### src/rtl/rf_mode_sequencer.sv
// Operating-mode sequencer: synchronises and debounces the mode pins, applies a new
// mode only while the radio core and UART are idle, and holds AUX low while it settles.
module rf_mode_sequencer #(
   parameter int   MODE_W        = 2,
   parameter int   DEFAULT_MODE  = 3,
   parameter int   SLEEP_MODE    = 3,
   parameter int   SYNC_STAGES   = 2,
   parameter int   STABLE_CYCLES = 4,
   parameter int   T_POWER_ON    = 750000,
   parameter int   T_WAKE        = 10000,
   parameter int   T_SWITCH      = 64,
   parameter logic AUX_POWER_ON  = 1'b0,
   parameter int   CNT_W         = 20
) (
   input  logic              internal_clk,
   input  logic              rst_n,
   input  logic [MODE_W-1:0] mode_req,
   input  logic              aux_state,
   input  logic              aux_uart,
   output logic [MODE_W-1:0] mode_cur,
   output logic              aux_out,
   output logic              busy,
   output logic              mode_done,
   output logic [7:0]        switch_cnt,
   output logic [1:0]        fsm_state
);

   localparam int STB_W = (STABLE_CYCLES > 1) ? $clog2(STABLE_CYCLES) : 1;
   localparam logic [STB_W-1:0]  STB_MAX   = STB_W'(STABLE_CYCLES - 1);
   localparam logic [MODE_W-1:0] DEF_MODE  = MODE_W'(DEFAULT_MODE);
   localparam logic [MODE_W-1:0] SLP_MODE  = MODE_W'(SLEEP_MODE);
   localparam logic [CNT_W-1:0]  LD_POWER  = CNT_W'(T_POWER_ON - 1);
   localparam logic [CNT_W-1:0]  LD_WAKE   = CNT_W'(T_WAKE - 1);
   localparam logic [CNT_W-1:0]  LD_SWITCH = CNT_W'(T_SWITCH - 1);

   typedef enum logic [1:0] {
      ST_IDLE   = 2'd0,
      ST_SWITCH = 2'd1,
      ST_INIT   = 2'd2
   } state_t;

   logic [MODE_W-1:0] r_sync [SYNC_STAGES];
   logic [MODE_W-1:0] r_cand;
   logic [MODE_W-1:0] r_accepted;
   logic [STB_W-1:0]  r_stab_cnt;
   logic [MODE_W-1:0] w_sync_out;

   state_t            r_state,      w_state_nxt;
   logic [CNT_W-1:0]  r_timer,      w_timer_nxt;
   logic [MODE_W-1:0] r_mode_cur,   w_mode_nxt;
   logic              r_aux,        w_aux_nxt;
   logic              r_busy,       w_busy_nxt;
   logic              r_done,       w_done_nxt;
   logic [7:0]        r_switch_cnt, w_cnt_nxt;
   logic              w_free;

   assign w_sync_out = r_sync[SYNC_STAGES-1];
   assign w_free     = aux_state & aux_uart;

   // Synchroniser and debounce run in every state, preloaded so reset causes no switch.
   always_ff @(posedge internal_clk or negedge rst_n) begin
      if (!rst_n) begin
         for (int i = 0; i < SYNC_STAGES; i++) r_sync[i] <= DEF_MODE;
         r_cand     <= DEF_MODE;
         r_accepted <= DEF_MODE;
         r_stab_cnt <= '0;
      end else begin
         // NOTE: non-blocking assignments so every flop samples pre-edge values; blocking here would collapse the sync chain.
         r_sync[0] <= mode_req;
         for (int i = 1; i < SYNC_STAGES; i++) r_sync[i] <= r_sync[i-1];
         if (w_sync_out != r_cand) begin
            r_cand     <= w_sync_out;
            r_stab_cnt <= '0;
         end else begin
            if (r_stab_cnt != STB_MAX) r_stab_cnt <= r_stab_cnt + STB_W'(1);
            if (r_stab_cnt == STB_MAX) r_accepted <= r_cand;
         end
      end
   end

   always_ff @(posedge internal_clk or negedge rst_n) begin
      if (!rst_n) begin
         r_state      <= ST_INIT;
         r_timer      <= LD_POWER;
         r_mode_cur   <= DEF_MODE;
         r_aux        <= AUX_POWER_ON;
         r_busy       <= 1'b1;
         r_done       <= 1'b0;
         r_switch_cnt <= '0;
      end else begin
         r_state      <= w_state_nxt;
         r_timer      <= w_timer_nxt;
         r_mode_cur   <= w_mode_nxt;
         r_aux        <= w_aux_nxt;
         r_busy       <= w_busy_nxt;
         r_done       <= w_done_nxt;
         r_switch_cnt <= w_cnt_nxt;
      end
   end

   always_comb begin
      // NOTE: every output gets a default before the case so no path leaves one unassigned (no latches).
      w_state_nxt = r_state;
      w_timer_nxt = r_timer;
      w_mode_nxt  = r_mode_cur;
      w_aux_nxt   = r_aux;
      w_busy_nxt  = r_busy;
      w_done_nxt  = 1'b0;
      w_cnt_nxt   = r_switch_cnt;
      unique case (r_state)
         ST_INIT: begin
            w_aux_nxt = AUX_POWER_ON;
            if (r_timer == '0) begin
               w_state_nxt = ST_IDLE;
               w_aux_nxt   = 1'b1;
               w_busy_nxt  = 1'b0;
            end else begin
               w_timer_nxt = r_timer - CNT_W'(1);
            end
         end
         ST_IDLE: begin
            w_aux_nxt  = w_free;
            w_busy_nxt = 1'b0;
            // Aux inputs gate the switch combinationally; a pending request simply waits.
            if ((r_accepted != r_mode_cur) && w_free) begin
               w_state_nxt = ST_SWITCH;
               w_mode_nxt  = r_accepted;
               w_aux_nxt   = 1'b0;
               w_busy_nxt  = 1'b1;
               w_timer_nxt = (r_mode_cur == SLP_MODE) ? LD_WAKE : LD_SWITCH;
               if (r_switch_cnt != 8'hFF) w_cnt_nxt = r_switch_cnt + 8'd1;
            end
         end
         ST_SWITCH: begin
            w_aux_nxt  = 1'b0;
            w_busy_nxt = 1'b1;
            if (r_timer == '0) begin
               w_state_nxt = ST_IDLE;
               w_aux_nxt   = 1'b1;
               w_busy_nxt  = 1'b0;
               w_done_nxt  = 1'b1;
            end else begin
               w_timer_nxt = r_timer - CNT_W'(1);
            end
         end
         default: begin
            w_state_nxt = ST_INIT;
            w_timer_nxt = LD_POWER;
         end
      endcase
   end

   assign mode_cur   = r_mode_cur;
   assign aux_out    = r_aux;
   assign busy       = r_busy;
   assign mode_done  = r_done;
   assign switch_cnt = r_switch_cnt;
   assign fsm_state  = r_state;

endmodule

### config.mk
export PLATFORM = sky130hd
export DESIGN_NAME = rf_mode_sequencer
export DESIGN_NICKNAME = d
export VERILOG_FILES = /design/src/rtl/rf_mode_sequencer.sv
export SDC_FILE = /design/constraint.sdc
export NUM_CORES = 1
export LEC_CHECK = 0
export BUFFER_PORTS_ARGS = -buffer_cell sky130_fd_sc_hd__buf_2
export CORE_UTILIZATION = 35
export DETAILED_ROUTE_END_ITERATION = 10
export PLACE_DENSITY = 0.64
export SLEW_MARGIN = 20
export SYNTH_ARGS = -nofsm -noshare
export SYNTH_HDL_FRONTEND = slang
export SYNTH_SLANG_ARGS = --single-unit
export TNS_END_PERCENT = 5
### constraint.sdc
create_clock -name internal_clk -period 3.3 [get_ports internal_clk]
set_clock_uncertainty 0.2 [all_clocks]
set_input_delay 0.66 -clock internal_clk [delete_from_list [all_inputs] [get_ports internal_clk]]
set_output_delay 0.66 -clock internal_clk [all_outputs]
set_load 0.02 [all_outputs]
**Word level (Yosys, flattened, before mapping)**

Cells that the tools add are included.

- Add/sub/neg operators: 3
- Equal/unequal tests: 12
- Multiplexer cells: 17
- Bitwise gates (word level): 2
- Reductions and logical operators: 13

Operators by type and width:

| operator | number |
|---|---|
| 20-bit two-way mux | 2 |
| 20-bit one-hot mux with 2 select lines | 1 |
| 20-bit zero test | 1 |
| 20-bit by 1-bit subtractor with 20-bit output (second input constant) | 1 |
| 14-bit two-way mux | 1 |
| 2-bit AND reduction | 5 |
| 8-bit by 1-bit adder with 8-bit output (second input constant) | 1 |
| 2-bit two-way mux | 4 |
| 2-bit inequality test (second input constant) | 4 |
| 8-bit inequality test (second input constant) | 1 |
| 2-bit equality test (second input constant) | 3 |
| 1-bit two-way mux | 6 |
| 2-bit inequality test | 2 |
| 2-bit one-hot mux with 2 select lines | 1 |
| 2-bit nonzero test | 2 |
| 1-bit one-hot mux with 3 select lines | 1 |
| 3-bit AND reduction | 1 |
| 3-bit nonzero test | 1 |
| 2-bit by 1-bit adder with 2-bit output (second input constant) | 1 |
| 2-bit by 1-bit equality test with 1-bit output (second input constant) | 1 |
| 2-bit zero test | 1 |
| 2-bit by 1-bit inequality test with 1-bit output (second input constant) | 1 |
| 1-bit one-hot mux with 2 select lines | 1 |
| 2-bit OR reduction | 1 |
| 3 further kinds | 3 |

- Flip-flop bits (word level): 45
- Input bits: 6

**Depth between registers and ports, before layout**

Gate-level depths: netlist of run 1.

- Word-level depth: 4
- Mapped depth: 8
- Gate-level depth less buffers: 7

**Least setup slack after synthesis of run 1**

No wires, ideal clock.

- Kind: register to register
- Start point: register r_timer[0]
- End point: register r_timer[10]
- Arrival time: 2.031 ns
- Setup slack: 0.947 ns
- Stages on the path, launching flop included: 8
- Path buffers: 0
- Cell sequence: dfstp_2 > inv_1 > ha_1 > nor3b_2 > nand4_1 > a2bb2oi_1 > o21ai_0 > a32o_1

- Word-level cells in the longest chain between the ends: 3
- Elaborated cells on any way between the ends: 6

Ends and longest elaborated chain:

| element | RTL line | text |
|---|---|---|
| from (decl) | 49 | `logic [CNT_W-1:0] r_timer, w_timer_nxt;` |
| from (signal assigned) | 92 | `r_timer <= w_timer_nxt;` |
| 20-bit by 1-bit subtractor with 20-bit output / 20-bit zero test (equally long branches) | n/a |  |
| 20-bit two-way mux / 2-bit inequality test (equally long branches) | n/a |  |
| 20-bit one-hot mux with 2 select lines / 2-bit AND reduction (equally long branches) | n/a |  |

Several ways; a longest one is shown, not always the timed one. The select of a mux whose other input is x is not followed.
A chain may end at the register's enable or synchronous reset.

**Worst setup path in the final report of run 1**

- Start point: register r_timer[0]
- End point: register r_timer[13]

Same word-level chain as after synthesis.

==> results.cfg, run 1 <==
[outcome]
status = completed

[yosys]
yosys_register_bits = 45
syn-num-nets = 242
synth_commonest_cells = dfstp_2 (25), nand2_1 (23), dfrtp_1 (20)
synth_cell_types = 59
yosys.area.top_type = dfstp_2
synth_most_common_cell = dfstp_2
async_reset_ff_frac = 1.00
yosys-top-cells-area = dfstp_2 (27%), dfrtp_1 (21%), o21ai_0 (3.9%), ha_1 (3.6%), nand2_1 (3.6%)
yosys_warnings = 0
syn_inst = 229
synth.avg_cell_area_sq_um = 10.5
synth_edf_count = 0
synth_top_area_share = 0.272
ys_seq_area_frac = 0.480
syn_area_sq_um = 2410
synthFlopType = dfstp_2

[worst_setup_path]
cp_slowest_stage_delay_ns = 0.62
crit_type = flop to flop
cp_slowest_cell = o2bb2ai_4
critPathMaxFanout = 25
cp_cell_sequence = inv_1 -> ha_1 -> nor3b_2 -> nand4_1 -> o2bb2ai_4 -> or4b_2 -> nand3_1
arrival_ns = 2.75
critPathLaunchType = flop
end_kind = flop
crit_required_ns = 3.32

[final_layout]
drive_gt1_frac = 0.284
fin_area_sq_um = 2680
diodes = 0
syn_to_final_growth_pct = 11.0
final_util = 0.412
nets = 262
num-fill-cells = 624

[sta]
tightest_slew_ns = 0.632
maxSlewHeadroom = 0.577
finalSetupViolCount = 0
fin_hold_ws_ns = 0.147
period_share = 0.827
slew_violations = 0
fmax_mhz = 366
setup_tns_ns = 0
grt_setup_unrepaired = no
post-route-min-period_ns = 2.73
hold_viol = 0

[clocking]
cts_max_level = 2
cts_hold_buf = 0
cts-root-buf = clkbuf_8
numCtsBuffers = 5
cts_buffer_depth = 2
clkTransAtPathRegs_ns = 0.08
clkLatencyLatePin_ns = 0.30
cts_tree = built
clkSinkCount = 45
cts_setup_buffers = 0
ctsResizeCount = 0

[route]
via_per_inst = 5.68
totalWireLength_microns = 4870
drc = 0
first_pass_iters = 4
wire_per_inst_microns = 14.9
ant_nets = 0
vias = 1857
drt_iter0_drc = 130

[global_routing]
antenna_found_initial = 0
grt_pass1_vias = 1733
grt_max_degree = 46
grt_use_total = 0.147
grt_overflow = 0
grt_pass1_wl_microns = 8360

[die]
rows = 29
die_y_microns = 85.0
coreArea_sq_um = 6490
die_w_microns = 85.0
die-area_sq_um = 7230
ioPinCount = 21
initial_utilization = 0.371

[power_and_ir_drop]
leakagePower_nw = 1.15
power_density_nw_per_um2 = 354
worst_ir_drop_vdd_v = 0.000171
power_mw = 0.949

[place]
dpl_cell_area_sq_um = 2580
hpwl_microns = 3410
io_buffers = 20
gp_congestion = 0.899

[min_path]
hold_class = input pin to async pin

[run]
max-cap-violations = 0
## critical path, delay by kind of cell, from the launching register on
family / cells / cell delay (ns)
buf+inv: 1 / 0.07
fa+ha+maj: 1 / 0.17
flops: 1 / 0.39
simple gates: 4 / 1.19
compound gates: 1 / 0.62
## metal layers
layer  GRT usage  vias to the layer above  wire length [microns]
met3      0.0302                        9                    264
li1            -                      897                      -
met4      0.0663                        0                     84
met1       0.213                      899                   2390
met5           0                        -                      0
met2       0.212                       52                   2130
## power breakdown
| group | internal [mW] | total (mW) | switching [mW] |
|---|---|---|---|
| logic | 0.0118 | 0.0325 | 0.0207 |
| clock network | 0.150 | 0.342 | 0.192 |
| registers | 0.567 | 0.574 | 0.00654 |
## cells in the final DEF, fill, tap and decap left out, types with 2 or more instances in the layout
master / synthesis / routed
dfstp_2: 25 / 25
nand2_1: 23 / 23
dfrtp_1: 20 / 20
o21ai_0: 19 / 19
buf_2: 2 / 19
nor2_1: 10 / 10
xnor2_1: 9 / 9
a21oi_1: 8 / 8
inv_1: 7 / 7
nand4_1: 7 / 7
a31oi_1: 7 / 7
ha_1: 7 / 7
nand3_1: 6 / 6
nor3_1: 5 / 5
mux2_2: 5 / 5
clkbuf_8: 0 / 5
and3_1: 4 / 4
xor2_1: 4 / 4
o22a_1: 4 / 4
or4_4: 2 / 2
nor4_2: 2 / 2
mux2i_1: 2 / 2
o31ai_1: 2 / 2
nor4_1: 2 / 2
nand2b_1: 2 / 2
nor3b_1: 2 / 2
a41oi_1: 2 / 2
a21o_1: 2 / 2
o21a_1: 2 / 2
a21boi_0: 2 / 2
clkinv_4: 0 / 2
buf_4: 0 / 2
## flip-flops by register name (all words and copies together), names as in the netlist, 2 cells and up
signal and cells:
r_timer 20, r_accepted 2, switch_cnt 8, w_sync_out 2
r_sync 2, r_cand 2, fsm_state 2, r_stab_cnt 2
mode_cur 2
## final timing paths
path	start	end	slack (ns)	cells past startpoint
setup / recovery	r_timer[0]$_DFFE_PN1P_	r_timer[13]$_DFFE_PN1P_	0.57	7
hold / removal	rst_n	r_timer[18]$_DFFE_PN0P_	0.15	1
setup reg to reg	r_timer[0]$_DFFE_PN1P_	r_timer[13]$_DFFE_PN1P_	0.57	7
hold reg to reg	r_sync[3]$_DFF_PN1_	w_sync_out[1]$_DFF_PN1_	0.16	0
max in group asynchronous	rst_n	r_timer[16]$_DFFE_PN1P_	2.36	1
min in group internal_clk	r_sync[3]$_DFF_PN1_	w_sync_out[1]$_DFF_PN1_	0.16	0
## cell families (layout without fill, tap and decap cells)
family	count (synthesis)	after routing	synth area share
flip-flops	45	45	0.480
adder cells (fa/ha/maj)	7	7	0.0363
AND/OR/NAND/NOR	77	77	0.189
AO/OA/AOI/OAI	65	65	0.192
XOR/XNOR	13	13	0.0472
buffers and inverters	15	36	0.0244
multiplexers	7	7	0.0316
## layout make-up
type | count | area, sq um | share of cell area
Clock inverter | 3 | 22.5 | 0.00841
Sequential cell | 45 | 1160 | 0.432
Tap cell | 77 | 96.3 | 0.0360
Clock buffer | 5 | 68.8 | 0.0257
Multi-Input combinational cell | 169 | 1200 | 0.447
Inverter | 7 | 26.3 | 0.00981
Timing Repair Buffer | 21 | 110 | 0.0411
## through the flow
step | setup WS (ns) | std cells
floorplan | 0.947 | 229
global placement | 0.700 | 319
detailed placement | 0.637 | 319
CTS | 0.619 | 327
global route | 0.328 | 327
finish | 0.570 | 327
Note: power is estimated with default switching activity, not from simulation.
==> run 2: changes to the inputs <==
==> constraint.sdc (replaced) <==
create_clock -name internal_clk -period 2.8 [get_ports internal_clk]
set_clock_uncertainty 0.2 [all_clocks]
set_input_delay 0.56 -clock internal_clk [delete_from_list [all_inputs] [get_ports internal_clk]]
set_output_delay 0.56 -clock internal_clk [all_outputs]
set_load 0.02 [all_outputs]
==> results.cfg, run 2 (synthesized netlist as in run 1, its figures left out) <==
[final_layout]
final_common_cell = dfstp_2
diodes = 0
drive_gt1_frac = 0.312
top_register = r_timer
final_cell_mix = dfstp_2 (25), nand2_1 (23), dfrtp_1 (20), buf_2 (20), o21ai_0 (19)
largest_reg_flops = 20
syn_to_final_growth_pct = 15.0
nets = 272

[power_and_ir_drop]
power_density_nw_per_um2 = 441
leakagePower_nw = 1.21
worst_ir_drop_vdd_v = 0.000322

[worst_setup_path]
critPathLaunchType = flop
cp_cell_sequence = inv_1 -> ha_1 -> nor3b_2 -> nand4_1 -> buf_4 -> o2bb2ai_4 -> or4b_2 -> nand3_1
crit_required_ns = 2.84
crit_type = flop to flop
crit_buf_inv = 2
end_kind = flop
cp_slowest_cell = or4b_2
crit_family = simple AND/OR/NAND/NOR gates
arrival_ns = 2.46
cp_slowest_stage_delay_ns = 0.65
critPathMaxFanout = 25

[sta]
fin_hold_ws_ns = 0.000282
fmax_mhz = 412
post-route-min-period_ns = 2.42
slew_violations = 0
grt_setup_unrepaired = no
hold_viol = 0
maxSlewHeadroom = 0.611
tightest_slew_ns = 0.583
finalSetupViolCount = 0
setup_tns_ns = 0
period_share = 0.866

[route]
via_per_inst = 5.54
drc = 0
ant_nets = 0
dr_wl_met2_microns = 2270
wl_met1_microns = 2460
wire_per_inst_microns = 14.8
topRoutingLayerUsed = met4
first_pass_iters = 4
drt_iter0_drc = 114
vias = 1866
wl_met3_microns = 221
totalWireLength_microns = 5000

[min_path]
hold_class = input pin to async pin

[global_routing]
antenna_found_initial = 0
grt_use_total = 0.148
grt_pass1_vias = 1766
grt_pass1_wl_microns = 8420
grt_overflow = 0
grt_max_degree = 31

[clocking]
cts_max_level = 2
clkTransAtPathRegs_ns = 0.10
numCtsBuffers = 5
cts_tree = built
ctsResizeCount = 0
cts_buffer_depth = 2
cts-root-buf = clkbuf_8
clkSinkCount = 45
cts_hold_buf = 0
cts_setup_buffers = 0
clkLatencyLatePin_ns = 0.30

[die]
initial_utilization = 0.371
die-area_sq_um = 7230
ioPinCount = 21
rows = 29
die_w_microns = 85.0
coreArea_sq_um = 6490
die_y_microns = 85.0

[place]
io_buffers = 20
gp_congestion = 0.786
hpwl_microns = 3670

[run]
max-cap-violations = 0

[outcome]
status = completed
## run 2: changes by cell type in the layout (fill, tap and decap cells not counted)
| cell | change |
|---|---|
| buf_4 | +9 |
| buf_2 | +1 |
| bufinv_16 | +1 |
| clkinv_2 | -1 |
| inv_6 | +2 |
| clkinv_4 | -2 |
## run 2: metal layers
metal / vias up / GRT usage
met1: 907 / 0.206
met5: - / 0
met3: 4 / 0.0340
met4: 0 / 0.0539
li1: 913 / -
met2: 42 / 0.224
## run 2: per-stage QoR
step / worst slack [ns] / power [mW] / instance area (sq um) / utilization / std cells
global route: 0.238 / 1.28 / 2780 / 0.427 / 337
CTS: 0.357 / 1.24 / 2780 / 0.427 / 337
finish: 0.375 / 1.22 / 2780 / 0.427 / 337
detailed placement: 0.374 / 0.730 / 2660 / 0.409 / 329
global placement: 0.409 / 0.729 / 2660 / 0.409 / 329
floorplan: 0.447 / 0.707 / 2410 / - / 229
## run 2: power by group
part / switching [mW] / internal, mW
Combinational: 0.0255 / 0.0154
Sequential: 0.00769 / 0.669
Clock: 0.234 / 0.272
Total: 0.267 / 0.956
## run 2: layout make-up
cell class              count  area [sq um]
flip-flops and latches     45          1160
fillers                   619          3720
inverters                   7          26.3
clock buffers               5          68.8
multi-input cells         169          1200
repair buffers             31           183
well taps                  77          96.3
clock inverters             3          47.5
## run 2: path summary, 6_finish.rpt
path / slack [ns] / from / depth (start not counted) / end
max: 0.38 / r_timer[0]$_DFFE_PN1P_ / 8 / r_timer[13]$_DFFE_PN1P_
min: 0.0003 / rst_n / 1 / switch_cnt[6]$_DFFE_PN0P_
max reg2reg: 0.38 / r_timer[0]$_DFFE_PN1P_ / 8 / r_timer[13]$_DFFE_PN1P_
min reg2reg: 0.16 / r_sync[3]$_DFF_PN1_ / 0 / w_sync_out[1]$_DFF_PN1_
max in group asynchronous: 1.73 / rst_n / 2 / r_timer[7]$_DFFE_PN1P_
min in group internal_clk: 0.15 / mode_req[0] / 1 / r_sync[2]$_DFF_PN1_
## run 2: worst register-to-register path: cells and delay by family (launching register included)
kind            cells  cell delay [ns]
compound gates      1             0.18
fa+ha+maj           1             0.21
buf+inv             2             0.23
flops               1             0.57
simple gates        4             0.99
==> run 3: changes to the inputs <==
--- a/config.mk
+++ b/config.mk
@@ -5,7 +5,7 @@
 export SDC_FILE = /design/constraint.sdc
 export NUM_CORES = 1
 export LEC_CHECK = 0
-export BUFFER_PORTS_ARGS = -buffer_cell sky130_fd_sc_hd__buf_2
+export BUFFER_PORTS_ARGS = -buffer_cell sky130_fd_sc_hd__buf_4
 export CORE_UTILIZATION = 35
 export DETAILED_ROUTE_END_ITERATION = 10
 export PLACE_DENSITY = 0.64
==> results.cfg, run 3 (synthesized netlist as in run 1, its figures left out) <==
[place]
dp_cells = 328
post-place-ws_ns = 0.207
gp_congestion = 0.790
hpwl_microns = 3690
dpl_cell_area_sq_um = 2700
io_buffers = 20

[worst_setup_path]
critPathLaunchType = flop
cp_cell_sequence = inv_1 -> ha_1 -> nor3b_2 -> nand4_1 -> a2bb2oi_1 -> o21ai_0 -> a32o_1
end_kind = flop
critPathMaxFanout = 9
crit_buf_inv = 1
worstReg2RegStart = r_timer[0]$_DFFE_PN1P_
crit_type = flop to flop
crit_required_ns = 2.79
critPathLaunch = r_timer[0]$_DFFE_PN1P_
arrival_ns = 2.58
cp_slowest_stage_delay_ns = 0.61
crit_family = compound AO/OA/AOI/OAI gates
cp_slowest_cell = a2bb2oi_1

[final_layout]
fin_area_sq_um = 2840
drive_gt1_frac = 0.309
nets = 271
largest_reg_flops = 20
num-fill-cells = 621
top_register = r_timer
final_common_cell = buf_4
diodes = 0
seqCellArea_sq_um = 1160
multi_input_area_sq_um = 1200
final_cell_count_no_fill = 336
syn_to_final_growth_pct = 17.5
final_cell_mix = buf_4 (30), dfstp_2 (25), nand2_1 (23), dfrtp_1 (20), o21ai_0 (19)

[global_routing]
grt_pass1_vias = 1786
grt_max_degree = 46
grt_overflow = 0
grt_use_total = 0.156
antenna_found_initial = 0
grt_pass1_wl_microns = 8910

[clocking]
cts_max_level = 2
clkTransAtPathRegs_ns = 0.09
ctsResizeCount = 0
cts_tree = built
cts_hold_buf = 0
clkSinkCount = 45
cts_buffer_depth = 2
clkLatencyLatePin_ns = 0.30
cts_setup_buffers = 0
numCtsBuffers = 5
cts-root-buf = clkbuf_8

[sta]
slew_violations = 0
finalSetupViolCount = 0
tightest_slew_ns = 0.657
period_share = 0.924
fin_hold_ws_ns = 0.0480
maxSlewHeadroom = 0.560
fmax_mhz = 387
grt_setup_unrepaired = no
hold_viol = 0
setup_tns_ns = 0
layout_setup_ws_ns = 0.214
post-route-min-period_ns = 2.59

[route]
first_pass_iters = 5
vias = 1892
ant_nets = 0
drc = 0
wire_per_inst_microns = 15.7
drt_iter0_drc = 162
totalWireLength_microns = 5280
via_per_inst = 5.63

[power_and_ir_drop]
power.internal_mw = 1.04
p_seq_frac = 0.519
clock_power_share = 0.449
swShare = 0.202
worst_ir_drop_vdd_v = 0.000246
power_density_nw_per_um2 = 459
p_sw_mw = 0.264
leakagePower_nw = 1.22
comb_power_share = 0.031

[run]
max-cap-violations = 0

[die]
ioPinCount = 21
initial_utilization = 0.371
die_y_microns = 85.0
coreArea_sq_um = 6490
die_w_microns = 85.0
die-area_sq_um = 7230
rows = 29

[min_path]
hold_class = input pin to async pin

[outcome]
status = completed
-- run 3: changes by cell type in the layout (fill, tap and decap cells not counted) --
cell,before,now
inv_6,2,0
clkinv_2,0,1
bufinv_16,1,2
buf_4,11,30
buf_2,20,0
-- run 3: stage by stage --
step                      total power [mW]  utilization
after floorplan                      0.707            -
after global placement               0.728        0.416
after detailed placement             0.730        0.416
after CTS                             1.32        0.437
after global routing                  1.35        0.437
final                                 1.30        0.437
-- run 3: area by class of cell --
class | instances | share of cell area
multi-input combinational | 169 | 0.422
sequential | 45 | 0.408
inverter | 7 | 0.00927
clock buffer | 5 | 0.0243
clock inverter | 3 | 0.0229
tap | 77 | 0.0340
timing repair buffer | 30 | 0.0794
-- run 3: power groups by stage --
| stage | sequential, mW | combinational (mW) | clock [mW] |
|---|---|---|---|
| detailed placement | 0.688 | 0.0417 | 0 |
| CTS | 0.677 | 0.0421 | 0.597 |
| floorplan | 0.686 | 0.0208 | 0 |
| global placement | 0.687 | 0.0410 | 0 |
| finish | 0.677 | 0.0405 | 0.585 |
| global route | 0.679 | 0.0472 | 0.627 |
-- run 3: path summary, 6_finish.rpt --
path	to	slack, ns	cells after the start
worst min-delay path	r_timer[4]$_DFFE_PN0P_	0.05	1
worst min register to register	w_sync_out[1]$_DFF_PN1_	0.16	0
min in group internal_clk	w_sync_out[1]$_DFF_PN1_	0.16	0
max in group asynchronous	w_sync_out[1]$_DFF_PN1_	1.95	1
worst max-delay path	r_timer[10]$_DFFE_PN0P_	0.21	7
worst max register to register	r_timer[10]$_DFFE_PN0P_	0.21	7
-- run 3: routing by layer --
metal	share of wire	up-vias	track usage
li1	-	910	-
met4	0.0059	0	0.0462
met5	0	-	0
met1	0.47	937	0.209
met2	0.46	43	0.248
met3	0.058	2	0.0399
